**src/rtl/sync_fifo_pkg.sv**
```systemverilog
// Shared types and helpers for the single-clock programmable FIFO.
package sync_fifo_pkg;

  // Read-mode selector, carried as a 5-character ASCII string ("TRUE"/"FALSE").
  typedef logic [39:0] mode_str_t;

  localparam mode_str_t MODE_TRUE  = {8'h00, "TRUE"};
  localparam mode_str_t MODE_FALSE = "FALSE";

  // Number of entries for a given address width; never returns less than 2.
  function automatic int depth_of(input int asize);
    return (asize < 1) ? 2 : (1 << asize);
  endfunction

  // True when the mode string selects first-word fall-through.
  function automatic bit is_fwft(input mode_str_t mode);
    return mode == MODE_TRUE;
  endfunction

  // Status bundle, laid out for CSR readback.
  typedef struct packed {
    logic wfull;
    logic awfull;
    logic rempty;
    logic arempty;
    logic overflow;
    logic underflow;
  } fifo_status_t;

endpackage

```
**src/rtl/sync_fifo_mem.sv**
```systemverilog
// Storage array for the FIFO: one write port, one read port.
// FWFT = 1 gives an asynchronous read port; FWFT = 0 gives a registered one.
module sync_fifo_mem
  import sync_fifo_pkg::*;
#(
  parameter int DSIZE = 16,
  parameter int ASIZE = 4,
  parameter bit FWFT  = 1'b1
) (
  input  logic             clk,
  input  logic             rst,
  input  logic             we,
  input  logic [ASIZE-1:0] waddr,
  input  logic [DSIZE-1:0] wdata,
  input  logic             re,
  input  logic [ASIZE-1:0] raddr,
  output logic [DSIZE-1:0] rdata
);

  localparam int DEPTH = depth_of(ASIZE);

  logic [DSIZE-1:0] mem [DEPTH];
  logic [DSIZE-1:0] rd_q;

  // Write port; contents are intentionally not reset.
  always_ff @(posedge clk) begin
    if (we) mem[waddr] <= wdata;
  end

  // Registered read port: loads only on an accepted pop, holds otherwise.
  always_ff @(posedge clk) begin
    if (rst)     rd_q <= '0;
    else if (re) rd_q <= mem[raddr];
  end

  // The unused path is trimmed by synthesis for a fixed FWFT value.
  assign rdata = FWFT ? mem[raddr] : rd_q;

endmodule

```
**src/rtl/sync_fifo_prog.sv**
```systemverilog
// Single-clock FIFO with programmable almost-full/almost-empty thresholds,
// exact occupancy, synchronous flush and sticky overflow/underflow flags.
//
// Handshake: winc/rinc are requests; ready for them is ~wfull / ~rempty taken
// from the registered level. A request is accepted (wr_ok / rd_ok) only on an
// edge where its ready is high and flush is low; a same-cycle pop never frees
// a slot for a same-cycle write. A request made while not ready is dropped and
// raises the matching sticky error flag (unless flush is high).
module sync_fifo_prog
  import sync_fifo_pkg::*;
#(
  parameter int        DSIZE       = 16,
  parameter int        ASIZE       = 4,
  parameter mode_str_t FALLTHROUGH = MODE_TRUE
) (
  input  logic             clk,
  input  logic             rst,
  input  logic             flush,
  input  logic             clear_err,
  input  logic             winc,
  input  logic [DSIZE-1:0] wdata,
  output logic             wfull,
  output logic             awfull,
  input  logic             rinc,
  output logic [DSIZE-1:0] rdata,
  output logic             rempty,
  output logic             arempty,
  input  logic [ASIZE:0]   af_thresh,
  input  logic [ASIZE:0]   ae_thresh,
  output logic [ASIZE:0]   level,
  output logic             overflow,
  output logic             underflow
);

  localparam bit           FWFT    = is_fwft(FALLTHROUGH);
  localparam logic [ASIZE:0] DEPTH_L = {1'b1, {ASIZE{1'b0}}};

  logic [ASIZE:0]   level_q;
  logic [ASIZE-1:0] waddr_q;
  logic [ASIZE-1:0] raddr_q;
  logic             overflow_q;
  logic             underflow_q;
  logic             wr_ok;
  logic             rd_ok;
  fifo_status_t     status;

  // All flags are plain compares on the level register, so thresholds take
  // effect in the same cycle they change.
  always_comb begin
    status           = '0;
    status.wfull     = (level_q == DEPTH_L);
    status.rempty    = (level_q == '0);
    status.awfull    = (level_q >= af_thresh);
    status.arempty   = (level_q <= ae_thresh);
    status.overflow  = overflow_q;
    status.underflow = underflow_q;
  end

  assign wr_ok = winc & ~status.wfull  & ~flush;
  assign rd_ok = rinc & ~status.rempty & ~flush;

  // Pointer and occupancy update; flush behaves like a contents-only reset.
  always_ff @(posedge clk) begin
    if (rst || flush) begin
      waddr_q <= '0;
      raddr_q <= '0;
      level_q <= '0;
    end else begin
      if (wr_ok) waddr_q <= waddr_q + ASIZE'(1);
      if (rd_ok) raddr_q <= raddr_q + ASIZE'(1);
      case ({wr_ok, rd_ok})
        2'b10:   level_q <= level_q + (ASIZE+1)'(1);
        2'b01:   level_q <= level_q - (ASIZE+1)'(1);
        default: level_q <= level_q;
      endcase
    end
  end

  // Sticky error flags; clear_err wins over a same-cycle set and flush
  // suppresses new sets because it also cancels the requests.
  always_ff @(posedge clk) begin
    if (rst || clear_err) begin
      overflow_q  <= 1'b0;
      underflow_q <= 1'b0;
    end else begin
      if (winc && status.wfull  && !flush) overflow_q  <= 1'b1;
      if (rinc && status.rempty && !flush) underflow_q <= 1'b1;
    end
  end

  sync_fifo_mem #(
    .DSIZE (DSIZE),
    .ASIZE (ASIZE),
    .FWFT  (FWFT)
  ) u_mem (
    .clk   (clk),
    .rst   (rst),
    .we    (wr_ok),
    .waddr (waddr_q),
    .wdata (wdata),
    .re    (rd_ok),
    .raddr (raddr_q),
    .rdata (rdata)
  );

  assign wfull     = status.wfull;
  assign awfull    = status.awfull;
  assign rempty    = status.rempty;
  assign arempty   = status.arempty;
  assign overflow  = status.overflow;
  assign underflow = status.underflow;
  assign level     = level_q;

endmodule

```
**config.mk**
```make
export PLATFORM = sky130hd
export DESIGN_NAME = sync_fifo_prog
export DESIGN_NICKNAME = d
export VERILOG_FILES = /design/src/rtl/sync_fifo_pkg.sv /design/src/rtl/sync_fifo_mem.sv /design/src/rtl/sync_fifo_prog.sv
export SDC_FILE = /design/constraint.sdc
export NUM_CORES = 1
export LEC_CHECK = 0
export ABC_CLOCK_PERIOD_IN_PS = 4250
export CORE_MARGIN = 4
export CORE_UTILIZATION = 50
export CTS_BUF_LIST = sky130_fd_sc_hd__clkbuf_4 sky130_fd_sc_hd__clkbuf_8
export DETAILED_ROUTE_END_ITERATION = 7
export GPL_ROUTABILITY_DRIVEN = 0
export HOLD_SLACK_MARGIN = 0.06
export MAX_ROUTING_LAYER = met4
export PLACE_DENSITY = 0.69
export SLEW_MARGIN = 40
export SYNTH_ARGS = -nofsm -noshare
export SYNTH_HDL_FRONTEND = slang
export SYNTH_HIERARCHICAL = 1
export SYNTH_SLANG_ARGS = --single-unit
```
**constraint.sdc**
```tcl
create_clock -name clk -period 4.25 [get_ports clk]
set_input_delay 0.425 -clock clk [delete_from_list [all_inputs] [get_ports clk]]
set_output_delay 0.425 -clock clk [all_outputs]
set_load 0.005 [all_outputs]
```
==> results of run 1 <==
[power groups by stage]
stage	registers, mW	clock network (mW)	logic, mW
after detailed placement	2.99	0	0.158
after global placement	2.99	0	0.150
final	2.94	2.39	0.156
after floorplan	2.99	0	0.0628
after CTS	2.94	2.43	0.159
after global routing	2.94	2.56	0.171
[critical path: stages, from the launching register on]
cell and delay (ns):
dfxtp_4 0.63, buf_12 0.32, mux4_1 0.60, a22oi_1 0.24, nand2_1 0.12, clkdlybuf4s50_1 0.46
[per-layer routing]
layer	share of wire	vias up	wire length, µm
met4	0.017	0	384
met5	0	-	0
met2	0.49	194	11050
met1	0.43	2851	9689
met3	0.060	30	1358
li1	-	2438	-
[per-stage QoR]
| stage | power (mW) | setup slack [ns] | hold slack, ns | std cells | utilization |
|---|---|---|---|---|---|
| after floorplan | 3.055 | 1.210 | 0.4854 | 542 | - |
| after CTS | 5.532 | 0.7754 | 0.4787 | 954 | 0.6051 |
| after global routing | 5.665 | 0.6396 | 0.4933 | 954 | 0.6051 |
| final | 5.480 | 0.8743 | 0.5003 | 954 | 0.6051 |
| after global placement | 3.144 | 1.239 | 0.5019 | 876 | 0.5597 |
| after detailed placement | 3.153 | 1.264 | 0.5236 | 876 | 0.5606 |
[logic make-up after synthesis]
| logic type | count (synthesis) | share of synthesized area |
|---|---|---|
| AOI/OAI and AO/OA | 53 | 0.03556 |
| xor gates and xnor gates | 6 | 0.004881 |
| adders and majority gates | 17 | 0.02046 |
| buffers and inverters | 39 | 0.01848 |
| DFF | 271 | 0.7420 |
| muxes | 68 | 0.1411 |
| and+or+nand+nor | 88 | 0.03754 |
[cell type report]
type                            instances  area share
Clock inverter                         27     0.02246
Inverter                               15    0.004413
Sequential cell                       271      0.6264
Timing Repair Buffer                   83     0.06217
Clock buffer                           51     0.05109
Tap cell                              275     0.02697
Multi-Input combinational cell        232      0.2065
[flip-flops by register name (all words and copies together), names as in the netlist]
name,cells
level,5
underflow,1
u_mem/mem,256
overflow,1
raddr_q,4
waddr_q,4
[worst paths after layout]
kind	depth (start not counted)	slack [ns]	endpoint
worst max-delay path	5	0.87	rdata[3]
worst min-delay path	2	0.50	underflow
worst max register to register	10	1.24	level[4]
worst min register to register	2	0.53	waddr_q[3]
[placed cells by master (no fill, tap or decap), drive strengths merged, types with 2 or more instances in the layout]
| master | synthesis | final |
|---|---|---|
| nor3 | 6 | 6 |
| a31oi | 2 | 2 |
| o21a | 2 | 2 |
| mux4 | 64 | 64 |
| bufinv | 0 | 6 |
| or4 | 4 | 4 |
| buf | 14 | 25 |
| o211ai | 4 | 4 |
| a22oi | 32 | 32 |
| ha | 16 | 16 |
| nor2 | 33 | 33 |
| dfxtp | 15 | 15 |
| a21oi | 7 | 7 |
| a21o | 2 | 2 |
| o21ai | 4 | 4 |
| nand4 | 2 | 2 |
| nor2b | 4 | 4 |
| nand2 | 25 | 25 |
| clkbuf | 10 | 51 |
| edfxtp | 256 | 256 |
| clkinv | 0 | 18 |
| inv | 15 | 17 |
| clkdlybuf4s50 | 0 | 58 |
| mux2i | 4 | 4 |
| nand2b | 3 | 3 |
| nand3b | 2 | 2 |
| nand3 | 5 | 5 |
| xor2 | 5 | 5 |
==> impl.org, run 1 <==
** Flow run
- Across the run, the number of max-cap violations was 0.

** STA
- Fmax :: 296.2 MHz
- Maximum clock skew at final layout :: 0.01359 ns
- Dividing the final minimum period by the clock period gives 0.7943.
- In this run the tightest slew margin relative to its limit is 0.5198.
- The final number of hold-violating endpoints is 0.
- Setup repair after global routing left no endpoint under its margin.
- Count of final max-slew check failures :: 0
- For the final routed database, the setup TNS stands at 0 ns.
- At the pin with the least slew margin, the transition time is 0.7196 ns.
- Time the final worst path needs with I/O delays and setup :: 3.376 ns
- Setup violations remaining at the end of the flow were counted as 0.

** Synthesis
- Most frequently used flop master after synthesis :: edfxtp_1
- Synth Register Bits :: 271
- Portion of the post-synthesis area used by sequential elements :: 0.7420
- Distinct cell type count of the synthesized netlist :: 37
- Syn avg cell area :: 19.86 µm²
- Counting flops with a built-in enable in the synthesized netlist gives 256.
- Synthesis Warnings :: 6
- Top cells by area in the synthesized netlist :: edfxtp_1 (71%), mux4_2 (11%), dfxtp_1 (2.8%)
- Cell count after synthesis :: 542
- The share of synthesized area in the top cell type comes to 0.7141.
- Share of flip-flops with an asynchronous set or reset after synthesis :: 0
- In this run the cell area of the synthesized design comes to 0.01077 mm².
- The synthesized design spends more area on one cell type than any other, namely edfxtp_1.
- edfxtp_1 is the most common cell in the netlist.
- Number of nets in the synthesized netlist :: 591
- Synth cell count leaders :: edfxtp_1 (256), mux4_2 (54), nor2_1 (33), a22oi_1 (32), nand2_1 (25)

** Power
- Register share of total power :: 0.536
- Internal power comes to 4.400 mW.
- Total leakage power :: 4.165 nW
- Share of total power in combinational logic :: 0.028
- Switching power as a share of total power :: 0.1971
- Power density of the placed cells :: 429.5 mW/mm²
- Maximum VDD drop :: 0.2454 mV
- Of the total power, the clock network draws 0.435.
- The analysis attributes to net switching a power of 1.080 mW.

** CTS
- Buffers added to address setup during post-CTS repair amount to 0.
- Clock transition at the registers of the reported paths :: 0.06 ns
- Counting along the longest clock path gives a buffer depth of 3.
- Hold bufs inserted after CTS :: 0
- Clock latency on the worst-skew pair, taken at its later pin, is 0.54 ns.
- Number of resized instances in the post-cts repair step :: 0
- Buffers inserted during clock tree synthesis total 42.
- CTS tree :: yes
- Number of H-tree branching levels :: 2
- Clock tree sinks :: 271
- CTS placed an instance of clkbuf_8 at the clock tree root.

** Finish
- Relative to the synthesized area, the layout overhead comes to 18.53%.
- The final layout contains 694 nets.
- In the final layout, the multi-input gates occupy 0.002635 mm².
- Final instance area :: 0.01276 mm²
- Area taken by flip-flops and latches :: 0.007993 mm²
- Antenna diode instance count :: 0
- Fill cells :: 1520
- Layout cells sized above 1 :: 0.2445

** Drt
- Total wire length :: 22.48 mm
- The pre-antenna-repair detailed-routing pass consisted of 5 iterations.
- Remaining routing DRC violations :: 0
- Using the TritonRoute via totals, the vias-per-cell ratio works out to 5.779.
- Once detail routing completed, the nets flagged for antenna violations numbered 0.
- Number of DRC markers in iteration 0 :: 431
- DR WL/cell :: 23.57 µm
- Routed via count :: 5513

** Global routing
- Entering global routing, the biggest net connects 52 pins.
- The layer flagged by global routing as most heavily used is met2.
- GR met1 Demand/Resource :: 0.2682
- For this run, global-route usage on met3 was measured as 0.03777.
- The total overflow left after global routing is 0.
- The number of antenna violations at the first check in global routing is 0.
- Global-route usage over all layers :: 0.1965
- For met2 alone, demand over resource in global routing was 0.3076.
- The first global-routing pass estimated 34.40 mm of wire.
- The number of global-route vias before repair came to 5846.

** Critical path
- CP endpoint kind :: output port
- STA puts the critical path data required time at 3.83 ns.
- Critical Path AT :: 2.95 ns
- The setup path with the least slack is of type flip-flop to output port.
- FF-to-FF Start :: level[1]
- STA classifies the critical path startpoint as a flip-flop.
- Largest driver fanout on the critical path :: 31
- Tracing the worst setup path back leads to its startpoint at raddr_q[0].

** Die
- The initial utilization of the core area, before any placement, comes to 0.5105.
- The core region is 0.02109 mm².
- The floorplan has 53 rows.
- Count of pins on the block boundary :: 59
- The die covers 0.02394 mm².
- Die Y :: 154.7 µm
- X dimension of the die :: 154.7 µm

** Placed design
- Summing all placed instances gives a cell area of 0.01182 mm².
- Count of input and output buffers :: 58
- Half-perimeter wire length after detailed placement :: 13.28 mm

** Hold path
- Beginning of the worst hold path :: clear_err
- Path type of the worst min-delay path :: input pin to flip-flop

** Run status
- Run status :: complete, no violations
Note: power is estimated with default switching activity, not from simulation.
==> run 2, diff against run 1 <==
- ABC_CLOCK_PERIOD_IN_PS: 4250 -> 3100
- PLACE_DENSITY: 0.69 -> 0.71
- clock period: 4.25 -> 3.1 ns (I/O delays scaled with it)
==> run 2 against run 1 <==
Compared with the run above: clock power increased by 15%; design area about the same; sequential share of layout area about the same; non-clock buffer count increased by 19; largest cell class unchanged; clock skew increased by 0.0013 ns; via count increased by 1.8%; sequential power increased by 37%.
==> impl.org, run 2 (synthesis gave the netlist of run 1 again) <==
** Drt
- The remaining antenna violation count after routing came to 0 (unchanged).
- DR WL/cell :: 22.73 µm (-3.5%)
- Remaining routing DRC violations :: 0 (unchanged)
- The count of routing violations after the opening detailed-route iteration came to 441 (+2.3%).
- Routed via count :: 5612 (+1.8%)
- Number of detailed-route iterations in the first pass :: 5 (unchanged)
- The overall routed net length is 22.01 mm (-2.1%).
- Ratio of routed vias to standard cells :: 5.798 (+0.32%)

** STA
- Smallest hold slack :: 0.3538 ns (-0.1465 ns)
- # setup viols final :: 0 (unchanged)
- The final number of max-transition violations is 0 (unchanged).
- Time the final worst path needs with I/O delays and setup :: 2.924 ns
- Static timing analysis puts the maximum clock frequency at 342.0 MHz.
- The slew at the pin closest to its max-slew limit came to 0.6213 ns (-0.09825 ns).
- Sum of negative setup slack :: 0 ns (unchanged)
- The relative max-transition margin is 0.5845 (+0.06472).
- The final number of hold-violating endpoints was 0 (unchanged).
- Maximum clock skew at final layout :: 0.01489 ns (+0.001301 ns)
- Portion of the clock cycle consumed by the worst path in the final layout :: 0.9431
- Setup repair after global routing left no endpoint under its margin.

** Critical path
- STA classifies the critical path startpoint as a flip-flop.
- CP top delay family :: buffers and inverters
- The required time at the endpoint of the critical path is 2.79 ns (-1.04 ns).
- The number of buffer and inverter instances along the worst setup path came to 2 (unchanged).
- In this run the critical register-to-register path is captured at level[4].
- The data arrival at the endpoint of the critical path came to 2.61 ns (-0.34 ns).
- The worst setup path is captured at an output port.
- Setup slack of the worst register-to-register path :: 0.24 ns (-1.00 ns)
- The worst-case reg-to-reg path depth is 10 (unchanged).
- The number of cells on the critical path is 5 (unchanged).
- FF-to-FF Start :: level[0]
- The setup path with the least slack is of type flip-flop to output port.
- Walking the worst path, the cells encountered are buf_12 > mux4_1 > a22oi_1 > nand2_1 > clkdlybuf4s50_1.
- Worst path slowest cell :: mux4_1
- The delay of the slowest cell on the worst path was 0.60 ns (-0.03 ns).
- Largest driver fanout on the critical path :: 23 (-26%)

** Die
- The count of boundary I/O pins was 59 (unchanged).
- The standard-cell row count came to 53 (unchanged).
- Die Y :: 154.7 µm (unchanged)
- Die Outline Area :: 0.02394 mm² (unchanged)
- Core area :: 0.02109 mm² (unchanged)
- The effective utilization at floorplan was 0.5105 (unchanged).
- X dimension of the die :: 154.7 µm (unchanged)

** Placed design
- Number of placed instances, taps included :: 894 (+2.1%)
- The number of port buffers is 58 (unchanged).
- Placed Area :: 0.01195 mm² (+1.1%)
- The final HPWL from detailed placement came to 13.68 mm (+3.0%).

** CTS
- The maximum clock path buffer count came to 3 (unchanged).
- Clock tree sinks :: 271 (unchanged)
- Number of resized instances in the post-cts repair step :: 0 (unchanged)
- The number of levels the H-tree was split into came to 2 (unchanged).
- The cell sitting at the root of the clock tree is a clkbuf_8.
- The clock slew at the register clock pins of the worst setup and hold paths was 0.06 ns (about the same).
- Clock insertion delay at the later pin of the skew report :: 0.55 ns (about the same)
- The hold buffer count at cts was 0 (unchanged).
- The total CTS buffers came to 43 (+2.4%).
- TritonCTS built the clock tree.
- Post-CTS setup buffer count :: 0 (unchanged)

** Finish
- The final-stage net count came to 714 (+2.9%).
- In the layout the commonest cells are edfxtp_1 (256), clkdlybuf4s50_1 (58), mux4_2 (54), clkbuf_8 (43), buf_4 (39).
- The area used by multi-input combinational logic was 0.002604 mm² (-1.2%).
- Growth of design area from synthesis to finish :: 18.47% (about the same)
- Area taken by flip-flops and latches :: 0.007993 mm² (unchanged)
- The fraction of final layout cells sized beyond drive strength 1 is 0.2482 (+0.003719).
- Count of placed standard cells in the final layout, fillers left out :: 968 (+1.5%)
- The number of flip-flops in the largest register was 256 (unchanged).
- Most common cell after layout, fill and taps aside :: edfxtp_1
- The number of diodes added for antenna fixing is 0 (unchanged).
- The total of fill cells in the finished design is 1496 (-1.6%).
- Final instance area :: 0.01275 mm² (about the same)
- The register with the most flip-flops in the final layout is u_mem/mem.

** Global routing
- Antenna violations before repair :: 0 (unchanged)
- The first-pass GRT wire length came to 33.80 mm (-1.8%).
- Number of global-route vias before repair :: 5920 (+1.3%)
- Global-route usage over all layers :: 0.1919 (-0.004601)
- Grt total ovfl :: 0 (unchanged)
- The pin count of the biggest net entering global routing was 45 (-13%).

** Hold path
- The hold path depth is 2 (unchanged).
- Path type of the worst min-delay path :: input pin to flip-flop
- The worst hold path begins at clear_err.
- The path with the worst hold slack has its endpoint at overflow.

** Power
- The static power due to leakage came to 4.193 nW (+0.67%).
- The cell area power density is 547.7 mW/mm² (+28%).
- Maximum VDD drop :: 0.2744 mV (+12%)
- The total power is 6.985 mW (+27%).

** Flow run
- Number of max-capacitance violations reported :: 0 (unchanged)

** Run status
- Run status :: complete, no violations
-- run 2: changes by cell type in the layout (fill, tap and decap cells not counted), moves of 2 or more --
| cell | change |
|---|---|
| buf_4 | +16 |
| bufinv_16 | -6 |
| clkbuf_4 | +6 |
| clkinv_2 | -5 |
| nor2_1 | +5 |
| nor2_4 | -3 |
| clkinvlp_4 | +2 |
| inv_6 | -2 |
| nor2_2 | -2 |
-- run 2: per-stage QoR --
| step | util | setup WS, ns |
|---|---|---|
| finish | 0.6048 | 0.1763 |
| global placement | 0.5667 | 0.3611 |
| CTS | 0.6032 | 0.04476 |
| floorplan | - | 0.06044 |
| global route | 0.6048 | 0.05547 |
| detailed placement | 0.5667 | 0.2619 |
-- run 2: worst max-delay path by stage --
stage / from / end / slack [ns]
floorplan: level[1] / u_mem/mem[0][0] / 0.06
global placement: level[0] / level[4] / 0.36
detailed placement: level[0] / level[4] / 0.26
CTS: raddr_q[0] / rdata[1] / 0.04
global route: raddr_q[0] / rdata[3] / 0.06
finish: raddr_q[0] / rdata[3] / 0.18
-- run 2: layout make-up --
cell class,instances,share of cell area
inverter,15,0.004415
multi-input combinational,232,0.2042
clock buffer,57,0.05465
timing repair buffer,102,0.07731
clock inverter,16,0.005788
tap,275,0.02698
sequential,271,0.6267
-- run 2: power by group --
| part | internal, mW | switching [mW] |
|---|---|---|
| registers | 4.02 | 0.00813 |
| logic | 0.106 | 0.113 |
| clock network | 1.45 | 1.29 |
| total | 5.58 | 1.41 |
-- run 2: metal layers --
layer / vias to the layer above / track usage / share of wire
met3: 41 / 0.04001 / 0.069
li1: 2477 / - / -
met5: - / - / 0
met1: 2890 / 0.2594 / 0.42
met2: 204 / 0.3018 / 0.50
met4: 0 / 0.05299 / 0.020
-- run 2: worst reg2reg max path: stages, from the launching register on --
cell and delay [ns]:
dfxtp_1 0.36, or4_1 0.57, o21a_1 0.23, nand2_1 0.11, ha_1 0.25, inv_1 0.09, fa_1 0.41, nand2b_1 0.17
a21oi_1 0.16, mux2i_1 0.24, mux2i_1 0.20
==> run 3, diff against run 2 <==
- CORE_MARGIN: 4 -> not set
- REMOVE_ABC_BUFFERS: not set -> 1
==> run 3 against run 2 <==
Compared with the run above: final cell count is 0.10% higher; wire length is 1.4% higher; clock skew is 0.0037 ns higher; sequential share of layout area is 0.49 points lower; sequential cell count stayed put; design area is 0.79% higher; hold slack hardly changed; sequential power hardly changed; maximum frequency is 0.89% lower; clock-buffer cell count is 4 higher; highest routed layer unchanged.
==> impl.org, run 3 (synthesis gave the netlist of run 1 again) <==
** STA
- The relative max-transition margin came to 0.6332 (+0.04870).
- The fmax came to 339.0 MHz (-0.89%).
- The final number of hold-violating endpoints came to 0 (unchanged).
- Transition time at the pin with the least slew margin :: 0.5496 ns (-0.07170 ns)
- Setup repair after global routing missed its margin :: no
- The share of the clock period used by the worst path came to 0.9516 (+0.008427).
- The final number of max-transition violations was 0 (unchanged).
- The final worst-path setup slack came to 0.1502 ns (-0.02613 ns).
- # setup viols final :: 0 (unchanged)
- The post-route minimum period was 2.950 ns (+0.02612 ns).
- Maximum clock skew at final layout :: 0.01863 ns (+0.003741 ns)

** CTS
- Clock tree sinks :: 271 (unchanged)
- In this run the clock root is driven by a clkbuf_8.
- Post-CTS setup buffer count :: 0 (unchanged)
- The clock slew at the register clock pins of the worst setup and hold paths was 0.06 ns (about the same).
- Clock insertion delay at the later pin of the skew report :: 0.55 ns (about the same)
- The maximum clock path buffer count came to 3 (unchanged).
- CTS tree :: yes
- The number of levels the H-tree was split into came to 2 (unchanged).
- The number of gates resized after CTS was 0 (unchanged).
- Hold bufs inserted after CTS :: 0 (unchanged)
- CTS Buf Count :: 43 (unchanged)

** Die
- The core outline area is 0.02109 mm² (unchanged).
- The count of boundary I/O pins came to 59 (unchanged).
- The full die area came to 0.02212 mm² (-7.6%).
- Rows :: 53 (unchanged)
- Starting Density :: 0.5105 (unchanged)
- The chip width came to 148.7 µm (-3.9%).
- The die outline height is 148.7 µm (-3.9%).

** Critical path
- End of the worst register-to-register path :: level[4]
- CP endpoint kind :: output port
- Kind of start point of the critical path :: flip-flop
- The slack of the worst reg-to-reg path is 0.18 ns (-0.06 ns).
- Number of cells on the worst reg-to-reg path :: 10 (unchanged)
- The setup path with the least slack is of type flip-flop to output port.
- Largest driver fanout on the critical path :: 23 (unchanged)
- The data arrival at the endpoint of the critical path was 2.64 ns (+0.03 ns).
- FF-to-FF Start :: level[0]
- Endpoint required time on the critical path :: 2.79 ns (about the same)

** Hold path
- In this run the worst hold path is classified as input pin to flip-flop.
- Hold Crit Endpoint :: overflow
- The hold path depth is 2 (unchanged).
- Beginning of the worst hold path :: clear_err

** Global routing
- Global-route usage over all layers :: 0.2162 (+0.02425)
- The pin count of the biggest net entering global routing came to 45 (unchanged).
- Grt total ovfl :: 0 (unchanged)
- The number of global-route vias before repair is 5929 (+0.15%).
- The number of antenna violations at the first check in global routing is 0 (unchanged).
- The first-pass GRT wire length was 33.78 mm (about the same).

** Placed design
- Half-perimeter wire length after detailed placement :: 13.61 mm (-0.57%)
- The number of port buffers is 58 (unchanged).
- Pre-CTS worst setup slack :: 0.2456 ns (-0.01631 ns)

** Finish
- Nets@finish :: 710 (-0.56%)
- The final standard cell utilization of the core is 0.6096 (+0.004806).
- Most frequent cells in the layout :: edfxtp_1 (256), clkdlybuf4s50_1 (58), mux4_2 (54), clkbuf_8 (46), a22oi_1 (32)
- u_mem/mem holds more flip-flops than any other register.
- Most common cell after layout, fill and taps aside :: edfxtp_1
- The number of diodes added for antenna fixing is 0 (unchanged).
- Fill cells :: 1499 (+0.20%)
- Layout cells sized above 1 :: 0.2594 (+0.01117)
- The area growth from synthesis to layout is 19.41%.
- Number of flip-flops in the largest register :: 256 (unchanged)

** Power
- Total leakage power :: 4.223 nW (+0.72%)
- Maximum VDD drop :: 0.2750 mV (+0.23%)
- The cell area power density is 554.7 mW/mm² (+1.3%).
- The total power came to 7.130 mW (+2.1%).

** Drt
- Number of DRC markers in iteration 0 :: 375 (-15%)
- The total iterations of the first detailed-routing run is 5 (unchanged).
- Antenna-violating nets left :: 0 (unchanged)
- The mean number of vias per cell is 5.748 (-0.85%).
- The number of vias in the routed layout is 5570 (-0.75%).
- The total DRC errors in the routed layout came to 0 (unchanged).
- The average routed wire per standard cell is 23.04 µm (+1.3%).
- The overall routed net length came to 22.32 mm (+1.4%).

** Flow run
- The number of max-cap violations was 0 (unchanged).

** Run status
- The run finished with clean final reports.
run 3: power by group:
group	switching, mW	leakage [nW]	internal (mW)
clock	1.33	0.440	1.55
sequential	0.00863	2.43	4.02
combinational	0.114	1.35	0.106
run 3: area by class of cell:
cell class / instances / area (µm²) / share of cell area
Clock inverter: 17 / 78.83 / 0.006132
Multi-Input combinational cell: 232 / 2619 / 0.2037
Tap cell: 275 / 344.1 / 0.02677
Clock buffer: 61 / 745.7 / 0.05801
Timing Repair Buffer: 98 / 1018 / 0.07923
Inverter: 15 / 56.30 / 0.004380
Sequential cell: 271 / 7993 / 0.6218
run 3: per-stage QoR:
step	cells	area [µm²]	setup TNS, ns	hold WS (ns)
after floorplan	518	10620	-14.22	0.3868
after global routing	969	12850	0	0.3478
after CTS	968	12820	0	0.3325
after global placement	890	12000	0	0.5050
final	969	12850	0	0.3540
after detailed placement	890	12000	0	0.5349
run 3: worst max-delay path by stage:
stage / from / endpoint / slack [ns] / cells past startpoint
2_1_floorplan: raddr_q[0] / rdata[0] / -0.84 / 3
3_3_place_gp: level[0] / level[4] / 0.35 / 10
3_5_place_dp: level[0] / level[4] / 0.25 / 10
4_1_cts: raddr_q[0] / rdata[5] / 0.04 / 5
5_1_grt: raddr_q[0] / rdata[9] / 0.04 / 5
6_report: raddr_q[0] / rdata[9] / 0.15 / 5
run 3: worst max-delay path: stages, from the launching register on:
cell             delay [ns]
dfxtp_4                0.43
buf_12                 0.23
mux4_1                 0.60
a22oi_1                0.25
nand2_1                0.11
clkdlybuf4s50_1        0.46
run 3: metal layers:
metal / GRT usage / vias to the layer above / part of all wire
li1: - / 2475 / -
met1: 0.2817 / 2880 / 0.42
met2: 0.3493 / 180 / 0.50
met3: 0.03700 / 35 / 0.058
met4: 0.07041 / 0 / 0.019
met5: - / - / 0
